--- config.mk ---
export PLATFORM = sky130hd
export DESIGN_NAME = fetch_stage
export DESIGN_NICKNAME = d
export VERILOG_FILES = /design/src/rtl/fetch_stage.sv
export SDC_FILE = /design/constraint.sdc
export NUM_CORES = 1
export LEC_CHECK = 0
export BUFFER_PORTS_ARGS = -buffer_cell sky130_fd_sc_hd__buf_2
export CAP_MARGIN = 20
export CORE_ASPECT_RATIO = 0.8
export CORE_MARGIN = 2
export CORE_UTILIZATION = 45
export CTS_BUF_LIST = sky130_fd_sc_hd__clkbuf_16
export CTS_CLUSTER_SIZE = 20
export DETAILED_ROUTE_END_ITERATION = 12
export PLACE_DENSITY = 0.71
export SKIP_LAST_GASP = 1
export SLEW_MARGIN = 20
export SYNTH_ARGS = -nofsm -noshare
export SYNTH_HDL_FRONTEND = slang
export SYNTH_SLANG_ARGS = --single-unit
--- constraint.sdc ---
create_clock -name clock -period 4.3 [get_ports clock]
set_clock_uncertainty 0.15 [all_clocks]
set_input_delay 0 -clock clock [delete_from_list [all_inputs] [get_ports clock]]
set_output_delay 0 -clock clock [all_outputs]
set_load 0.01 [all_outputs]
--- src/rtl/fetch_stage.sv ---
// fetch_stage: holds the PC, issues one imem read at a time, presents insn/pc to decode via an IF/ID register.
// Latency: 2 edges from request to insn_valid with 1-cycle memory; one instruction every 2 cycles unstalled.
// Backpressure: id_stall holds the output register and parks one response; FETCH_ALIGN_CHECK_EN enables misaligned-redirect fault.
module fetch_stage #(
    parameter logic [31:0] RESET_PC = 32'h8002_0000
) (
    input  logic        clock,
    input  logic        reset,
    output logic        imem_req,
    output logic [31:0] imem_addr,
    input  logic        imem_rvalid,
    input  logic [31:0] imem_rdata,
    input  logic        id_stall,
    input  logic        redirect_valid,
    input  logic [31:0] redirect_pc,
    output logic [31:0] insn_out,
    output logic [31:0] pc_out,
    output logic        insn_valid,
    output logic        fetch_fault
);
    typedef enum logic [1:0] {ISSUE, WAIT, HOLD} state_t;

    state_t      state, state_nxt;
    logic [31:0] pc, pc_nxt;
    logic [31:0] pend_insn, pend_pc;
    logic        discard, discard_nxt;
    logic        take_rsp, park, unpark;
    logic        halt;
    logic [31:0] redirect_tgt;

`ifdef FETCH_ALIGN_CHECK_EN
    logic fault_q;

    assign redirect_tgt = redirect_pc;
    assign halt         = fault_q;
    assign fetch_fault  = fault_q;

    always_ff @(posedge clock or posedge reset) begin
        if (reset)
            fault_q <= 1'b0;
        else if (redirect_valid && (redirect_pc[1:0] != 2'b00))
            fault_q <= 1'b1;
    end
`else
    logic unused_lsbs;

    assign unused_lsbs  = ^redirect_pc[1:0];
    assign redirect_tgt = {redirect_pc[31:2], 2'b00};
    assign halt         = 1'b0;
    assign fetch_fault  = 1'b0;
`endif

    assign imem_addr = pc;

    always_comb begin
        state_nxt   = state;
        pc_nxt      = pc;
        discard_nxt = discard;
        take_rsp    = 1'b0;
        park        = 1'b0;
        unpark      = 1'b0;
        // A redirect in the issue cycle suppresses the request, so no stale response is ever launched from ISSUE.
        imem_req    = (state == ISSUE) && !reset && !redirect_valid && !halt;

        case (state)
            ISSUE: begin
                if (imem_req)
                    state_nxt = WAIT;
            end
            WAIT: begin
                if (imem_rvalid) begin
                    if (discard) begin
                        discard_nxt = 1'b0;
                        state_nxt   = ISSUE;
                    end else if (!insn_valid || !id_stall) begin
                        take_rsp  = 1'b1;
                        pc_nxt    = pc + 32'd4;
                        state_nxt = ISSUE;
                    end else begin
                        park      = 1'b1;
                        pc_nxt    = pc + 32'd4;
                        state_nxt = HOLD;
                    end
                end
            end
            HOLD: begin
                if (!id_stall) begin
                    unpark    = 1'b1;
                    state_nxt = ISSUE;
                end
            end
            default: state_nxt = ISSUE;
        endcase

        if (redirect_valid) begin
            take_rsp = 1'b0;
            park     = 1'b0;
            unpark   = 1'b0;
            pc_nxt   = redirect_tgt;
            if (state == WAIT && !imem_rvalid) begin
                discard_nxt = 1'b1;
                state_nxt   = WAIT;
            end else begin
                discard_nxt = 1'b0;
                state_nxt   = ISSUE;
            end
        end
    end

    always_ff @(posedge clock or posedge reset) begin
        if (reset) begin
            state   <= ISSUE;
            pc      <= RESET_PC;
            discard <= 1'b0;
        end else begin
            state   <= state_nxt;
            pc      <= pc_nxt;
            discard <= discard_nxt;
        end
    end

    always_ff @(posedge clock or posedge reset) begin
        if (reset) begin
            insn_out   <= 32'h0;
            pc_out     <= 32'h0;
            insn_valid <= 1'b0;
            pend_insn  <= 32'h0;
            pend_pc    <= 32'h0;
        end else begin
            if (take_rsp) begin
                insn_out   <= imem_rdata;
                pc_out     <= pc;
                insn_valid <= 1'b1;
            end else if (unpark) begin
                insn_out   <= pend_insn;
                pc_out     <= pend_pc;
                insn_valid <= 1'b1;
            end else if (redirect_valid || !id_stall) begin
                insn_valid <= 1'b0;
            end

            if (redirect_valid) begin
                pend_insn <= 32'h0;
                pend_pc   <= 32'h0;
            end else if (park) begin
                pend_insn <= imem_rdata;
                pend_pc   <= pc;
            end
        end
    end
endmodule
==> results of run 1 <==
[flip-flops by register name, indices dropped and copies added (netlist names)]
name and count:
state 2, discard 1, pend_pc 31, insn_out 32, imem_addr 30, pc_out 31
pend_insn 32, insn_valid 1
[logic make-up (layout without fill, tap and decap cells)]
group,after synthesis,in the layout,share of synthesized area
buffers and inverters,62,298,0.04116
adders and majority gates,1,1,0.001722
AOI/OAI and AO/OA,163,163,0.1245
xor gates and xnor gates,26,26,0.03134
muxes,38,38,0.05252
other,1,3,0.0005161
DFF,160,160,0.5514
and+or+nand+nor,318,318,0.1968
[cells in the final DEF, fill, tap and decap left out, types with 2 or more instances in the layout]
cell type,instances
a21oi_1,68
a22oi_1,30
and3_1,5
and4_1,6
buf_2,161
buf_4,11
bufinv_16,2
clkbuf_16,17
clkinv_1,3
clkinv_2,4
clkinvlp_4,2
conb_1,3
dfrtp_1,158
dfstp_2,2
dlygate4sd3_1,87
inv_1,11
mux2i_1,37
nand2_1,254
nand3_1,4
nand3_2,2
nand4_1,4
nand4_4,2
nor2_1,12
nor2b_1,2
nor3_1,8
nor4_1,2
nor4_2,3
o21ai_0,42
o21ai_1,19
o31a_1,3
xnor2_1,23
xor2_1,3
[stage by stage]
| step | cells | area, µm² | hold WS (ps) | util |
|---|---|---|---|---|
| after floorplan | 771 | 7277 | -103.4 | - |
| after global placement | 1103 | 8179 | 57.26 | 0.5177 |
| after detailed placement | 1103 | 8179 | 58.05 | 0.5177 |
| after CTS | 1222 | 9593 | 167.6 | 0.6071 |
| after global routing | 1222 | 9593 | 167.4 | 0.6071 |
| final | 1222 | 9593 | 172.5 | 0.6071 |
[layer usage]
metal,share of wire,vias to the layer above,track usage
met3,0.060,21,0.05426
met1,0.47,3096,0.3308
met2,0.46,223,0.3576
met5,0,-,0
li1,-,3034,-
met4,0.014,0,0.06553
[timing repair]
action / 4_1_cts / 5_1_grt
setup endpoints to repair: 0 / 0
hold buffers: 87 / 0
endpoints found under the hold margin: 265 / 0
[how the worst max path moves through the flow]
stage,startpoint,to,slack (ps),cells past startpoint
global placement,state[1]$_DFFE_PP0P_,pend_insn[30]$_DFFE_PP0P_,1610,5
floorplan,reset,discard$_DFFE_PP0P_,2120,1
global route,state[1]$_DFFE_PP0P_,pend_insn[3]$_DFFE_PP0P_,1440,5
detailed placement,state[1]$_DFFE_PP0P_,pend_insn[20]$_DFFE_PP0P_,1560,5
CTS,state[1]$_DFFE_PP0P_,pend_insn[20]$_DFFE_PP0P_,1560,5
finish,state[1]$_DFFE_PP0P_,pend_insn[20]$_DFFE_PP0P_,1560,5
[where the power goes]
part | internal [mW] | total, mW | switching (mW)
Sequential | 1.74 | 1.92 | 0.177
Combinational | 0.369 | 0.816 | 0.447
Clock | 0.832 | 1.41 | 0.582
[cell type report]
class	count	area, µm²	area share
Tap cell	215	269.0	0.02804
Multi-Input combinational cell	549	2985	0.3112
Timing Repair Buffer	259	1759	0.1834
Clock buffer	17	425.4	0.04435
Inverter	7	30.03	0.003130
Clock inverter	15	117.6	0.01226
Sequential cell	160	4006	0.4176
[critical path, stage by stage, from the launching register on]
cell	delay, ps
dfrtp_1	430
and4bb_4	520
nand3_2	760
buf_4	530
nand2_1	110
a21oi_1	60
==> run_results.csv, run 1 <==
group,metric,value,unit
hold_path,min_to,"imem_addr[25]$_DFFE_PP0P_",
setup_path,r2r_setup_slack,1560,ps
clock_tree,numCtsBuffers,17,
setup_path,arrival,2850,ps
setup_path,startpoint_type,"flop",
timing,clock.fmax,365.4,MHz
hold_path,min_path_cells,4,
yosys,ys_types,43,
outcome,status,"finished, final reports clean",
yosys,ys_warn_count,0,
timing,tightest_slew,927.4,ps
yosys,synth.cell_area,7266,µm²
global_route,grt_pass1_vias,6260,
floorplan,pin_count,168,
floorplan,die_height,117.7,µm
clock_tree,cts.root.buffer_cell,"clkbuf_16",
clock_tree,cts_tree,"built",
timing,rsz0062_at_grt,"no",
finish,drive_above_1_share,0.2145,
timing,tns,0,ps
yosys,synth_seq_area_share,0.5514,
clock_tree,clk_pin_slew,60,ps
timing,period_needed,2737,ps
setup_path,cp.required,4410,ps
yosys,synth_top_area_frac,0.5442,
global_route,gr-total-overflow,0,
finish,n_fill_cell,1373,
clock_tree,clk_path_buf_depth,2,
yosys,postSynthCellCount,769,
drt,postRouteAntennaNets,0,
yosys,synth_area_per_cell,9.448,µm²
timing,setup_viol,0,
placed_design,port_buffers,162,
placed_design,post-dp-hpwl,11.51,mm
yosys,synthFlopType,"dfrtp_1",
drt,vias,6374,
global_route,antenna_found_initial,0,
power,power.density,432.4,nW/µm²
power,total_power,4.148,mW
floorplan,start_util,0.4599,
setup_path,r2r_end,"pend_insn[20]$_DFFE_PP0P_",
yosys,synth_area_leaders,"dfrtp_1 54%, nand2_1 13%, mux2i_1 5.1%",
clock_tree,cts_resized,0,
drt,via_per_inst,5.216,
yosys,ys_ff_latch,160,
global_route,grt_max_degree,73,
timing,drv_slew,0,
finish,fin_nets,1064,
timing,hold_violations,0,
setup_path,rr_worst_depth,5,
yosys,synth_edf_count,0,
placed_design,gp_congestion,0.7385,
hold_path,hold_start,"redirect_pc[25]",
setup_path,r2r-start,"state[1]$_DFFE_PP0P_",
clock_tree,insertion_delay,420,ps
floorplan,rows,41,
yosys,synth.largest_area_cell,"dfrtp_1",
yosys,synth_common_cells,"254 x nand2_1, 158 x dfrtp_1, 68 x a21oi_1",
power,vdd_drop_max,252.4,µV
setup_path,end_kind,"flop",
drt,first_pass_iters,7,
job,drv_cap,0,
finish,synthToLayoutAreaGrowth,32.03,%
yosys,synthArstFlopShare,1.000,
drt,drcViolationCount,0,
timing,relSlewSlack,0.3810,
drt,wire_per_inst,15.95,µm
floorplan,die_x,146.1,µm
setup_path,crit_fanout,39,
global_route,gr-usage-all-layers,0.2322,
clock_tree,post-cts-setup-buffers,0,
floorplan,die_area,17180,µm²
drt,drt_iter0_drc,474,
power,power_leakage,4.348,nW
timing,worst_slack,1563,ps
clock_tree,cts.sinks,160,
drt,wirelength,19.49,mm
floorplan,core,15800,µm²
clock_tree,h-tree-depth,4,
placed_design,preCtsSetupSlack,1562,ps
finish,n_antenna_cell,0,
hold_path,hp-class,"input pin to flop",
setup_path,path_class,"flop to flop",
global_route,grt_pass1_wl,32.25,mm
yosys,yosysMostFrequentCell,"nand2_1",
timing,period_share,0.6365,
Note: power is estimated with default switching activity, not from simulation.
==> inputs of run 2 (changes only) <==
- ABC_AREA: default -> 1
- PLACE_DENSITY: 0.71 -> 0.68
- clock period: 4.3 -> 2.8 ns (I/O delays scaled with it)
==> run_results.csv, run 2 <==
group,metric,value,unit
setup_path,path_class,"flop to flop",
yosys,synth_common_cells,"199 x nand2_1, 158 x dfrtp_1, 151 x inv_1",
finish,multi_input_comb_area,2880,µm²
timing,drv_slew,0,
floorplan,die_height,120.8,µm
clock_tree,cts_resized,0,
floorplan,core,16610,µm²
power,power_leakage,4.885,nW
finish,final_area,10000,µm²
timing,relSlewSlack,0.5603,
job,drv_cap,0,
setup_path,rr_worst_depth,9,
finish,fin_nets,1230,
power,total_power,7.696,mW
timing,hold_violations,0,
setup_path,startpoint_type,"flop",
outcome,status,"finished, final reports clean",
yosys,synth_area_per_cell,8.179,µm²
finish,n_fill_cell,1544,
yosys,postSynthCellCount,939,
global_route,grt_max_degree,80,
floorplan,die_area,18130,µm²
global_route,grt_pass1_wl,35.44,mm
timing,clock.fmax,388.2,MHz
global_route,grt-busiest-layer,"met2",
timing,period_needed,2576,ps
yosys,ys_types,34,
drt,wire_per_inst,15.76,µm
placed_design,post-dp-hpwl,14.31,mm
yosys,synth_seq_area_share,0.5217,
yosys,synthArstFlopShare,1.000,
finish,synthToLayoutAreaGrowth,30.27,%
clock_tree,cts_tree,"built",
setup_path,end_kind,"flop",
setup_path,crit_fanout,8,
finish,regArea,4006,µm²
setup_path,arrival,2790,ps
clock_tree,h-tree-depth,4,
hold_path,hp-class,"input pin to async pin",
placed_design,preCtsSetupSlack,608.8,ps
floorplan,pin_count,168,
yosys,synth.cell_area,7680,µm²
drt,via_per_inst,5.219,
setup_path,r2r_end,"imem_addr[13]$_DFFE_PP0P_",
finish,reg.largest.list,"insn_out: 32 flops, pend_insn: 32 flops",
yosys,synth_edf_count,0,
yosys,synth_area_leaders,"dfrtp_1 51%, nand2_1 9.7%, inv_1 7.4%",
yosys,synthFlopType,"dfrtp_1",
power,power.density,769.3,nW/µm²
global_route,gr-total-overflow,0,
clock_tree,clk_pin_slew,60,ps
drt,postRouteAntennaNets,0,
placed_design,dpl_cell_area,8726,µm²
clock_tree,cts.sinks,160,
finish,drive_above_1_share,0.1901,
yosys,ys_ff_latch,160,
floorplan,die_x,150.1,µm
global_route,antenna_found_initial,0,
yosys,yosysMostFrequentCell,"nand2_1",
placed_design,port_buffers,162,
placed_design,gp_congestion,0.9438,
global_route,gr-usage-all-layers,0.2501,
setup_path,r2r_setup_slack,220,ps
drt,wirelength,21.96,mm
finish,n_antenna_cell,0,
timing,tightest_slew,658.6,ps
drt,drt_iter0_drc,629,
setup_path,r2r-start,"state[1]$_DFFE_PP0P_",
yosys,synth_top_area_frac,0.5148,
timing,period_share,0.9199,
clock_tree,clk_path_buf_depth,2,
global_route,met1_usage,0.3579,
yosys,synth.largest_area_cell,"dfrtp_1",
drt,vias,7270,
timing,rsz0062_at_grt,"no",
floorplan,rows,42,
setup_path,cp.required,3010,ps
clock_tree,post-cts-setup-buffers,0,
clock_tree,insertion_delay,420,ps
finish,final_common_cell,"nand2_1",
floorplan,start_util,0.4625,
power,vdd_drop_max,440.5,µV
clock_tree,numCtsBuffers,17,
global_route,grt_pass1_vias,6945,
yosys,ys_warn_count,0,
timing,setup_viol,0,
global_route,grtUsageMet2,0.3827,
global_route,grtUsageMet3,0.05774,
drt,first_pass_iters,6,
clock_tree,cts.root.buffer_cell,"clkbuf_16",
timing,worst_slack,224.1,ps
finish,final_cell_mix,"198 x nand2_1, 162 x buf_2, 158 x dfrtp_1, 153 x inv_1, 78 x nor2_1",
drt,drcViolationCount,0,
run 2: timing repair:
item / CTS / global route
setup endpoints to repair: 0 / 0
endpoints found under the hold margin: 256 / 0
hold buffers: 72 / 0
run 2: worst max path at each step:
stage                                    start                        end  slack, ps  cells after the start
after CTS                 state[1]$_DFFE_PP0P_  imem_addr[13]$_DFFE_PP0P_        250                      9
after floorplan                          reset       state[0]$_DFFE_PP0P_       -320                      3
after global placement    state[1]$_DFFE_PP0P_  pend_insn[12]$_DFFE_PP0P_        690                      7
after detailed placement  state[1]$_DFFE_PP0P_    pend_pc[28]$_DFFE_PP0P_        610                      7
after global routing      state[1]$_DFFE_PP0P_  imem_addr[13]$_DFFE_PP0P_         40                      9
final                     state[1]$_DFFE_PP0P_  imem_addr[13]$_DFFE_PP0P_        220                      9
run 2: cells by family (layout without fill, tap and decap cells):
| family | after synthesis | count (layout) | synth area share |
|---|---|---|---|
| mux | 5 | 5 | 0.006517 |
| xor+xnor | 7 | 7 | 0.007983 |
| flops | 160 | 160 | 0.5217 |
| buf+inv | 208 | 440 | 0.1065 |
| fa+ha+maj | 1 | 1 | 0.001629 |
| simple gates | 364 | 364 | 0.1976 |
| compound gates | 193 | 193 | 0.1575 |
| other cells | 1 | 3 | 0.0004883 |
run 2: power by group:
part / switching, mW / internal [mW] / total, mW
Sequential: 0.365 / 2.85 / 3.22
Clock: 0.942 / 1.29 / 2.23
Combinational: 1.28 / 0.961 / 2.24
Total: 2.59 / 5.11 / 7.70
run 2: layout make-up:
type | instances | share of cell area
clock buffers | 17 | 0.04252
clock inverters | 15 | 0.01326
inverters | 155 | 0.05853
multi-input cells | 573 | 0.2879
flip-flops and latches | 160 | 0.4004
well taps | 220 | 0.02751
repair buffers | 253 | 0.1698
run 2: routing by layer:
layer	part of all wire	wire length (µm)
met2	0.45	9930
met4	0.015	336
met3	0.069	1516
met1	0.46	10180
met5	0	0
run 2: metrics by stage:
| step | TNS [ps] | hold slack, ps | std cells | utilization |
|---|---|---|---|---|
| global route | 0 | 77.43 | 1393 | 0.6025 |
| CTS | 0 | 29.53 | 1393 | 0.6025 |
| floorplan | -324.8 | -102.5 | 941 | - |
| detailed placement | 0 | -63.12 | 1289 | 0.5255 |
| finish | 0 | 36.45 | 1393 | 0.6025 |
| global placement | 0 | -64.49 | 1289 | 0.5255 |
run 2: critical path: stages (launching register included):
cell           delay (ps)
dfrtp_1               400
inv_2                  70
nand2_2                80
inv_1                  90
nand3_1               330
nand2_1               350
buf_4                 240
o21ai_0               110
o22ai_1               130
dlygate4sd3_1         560
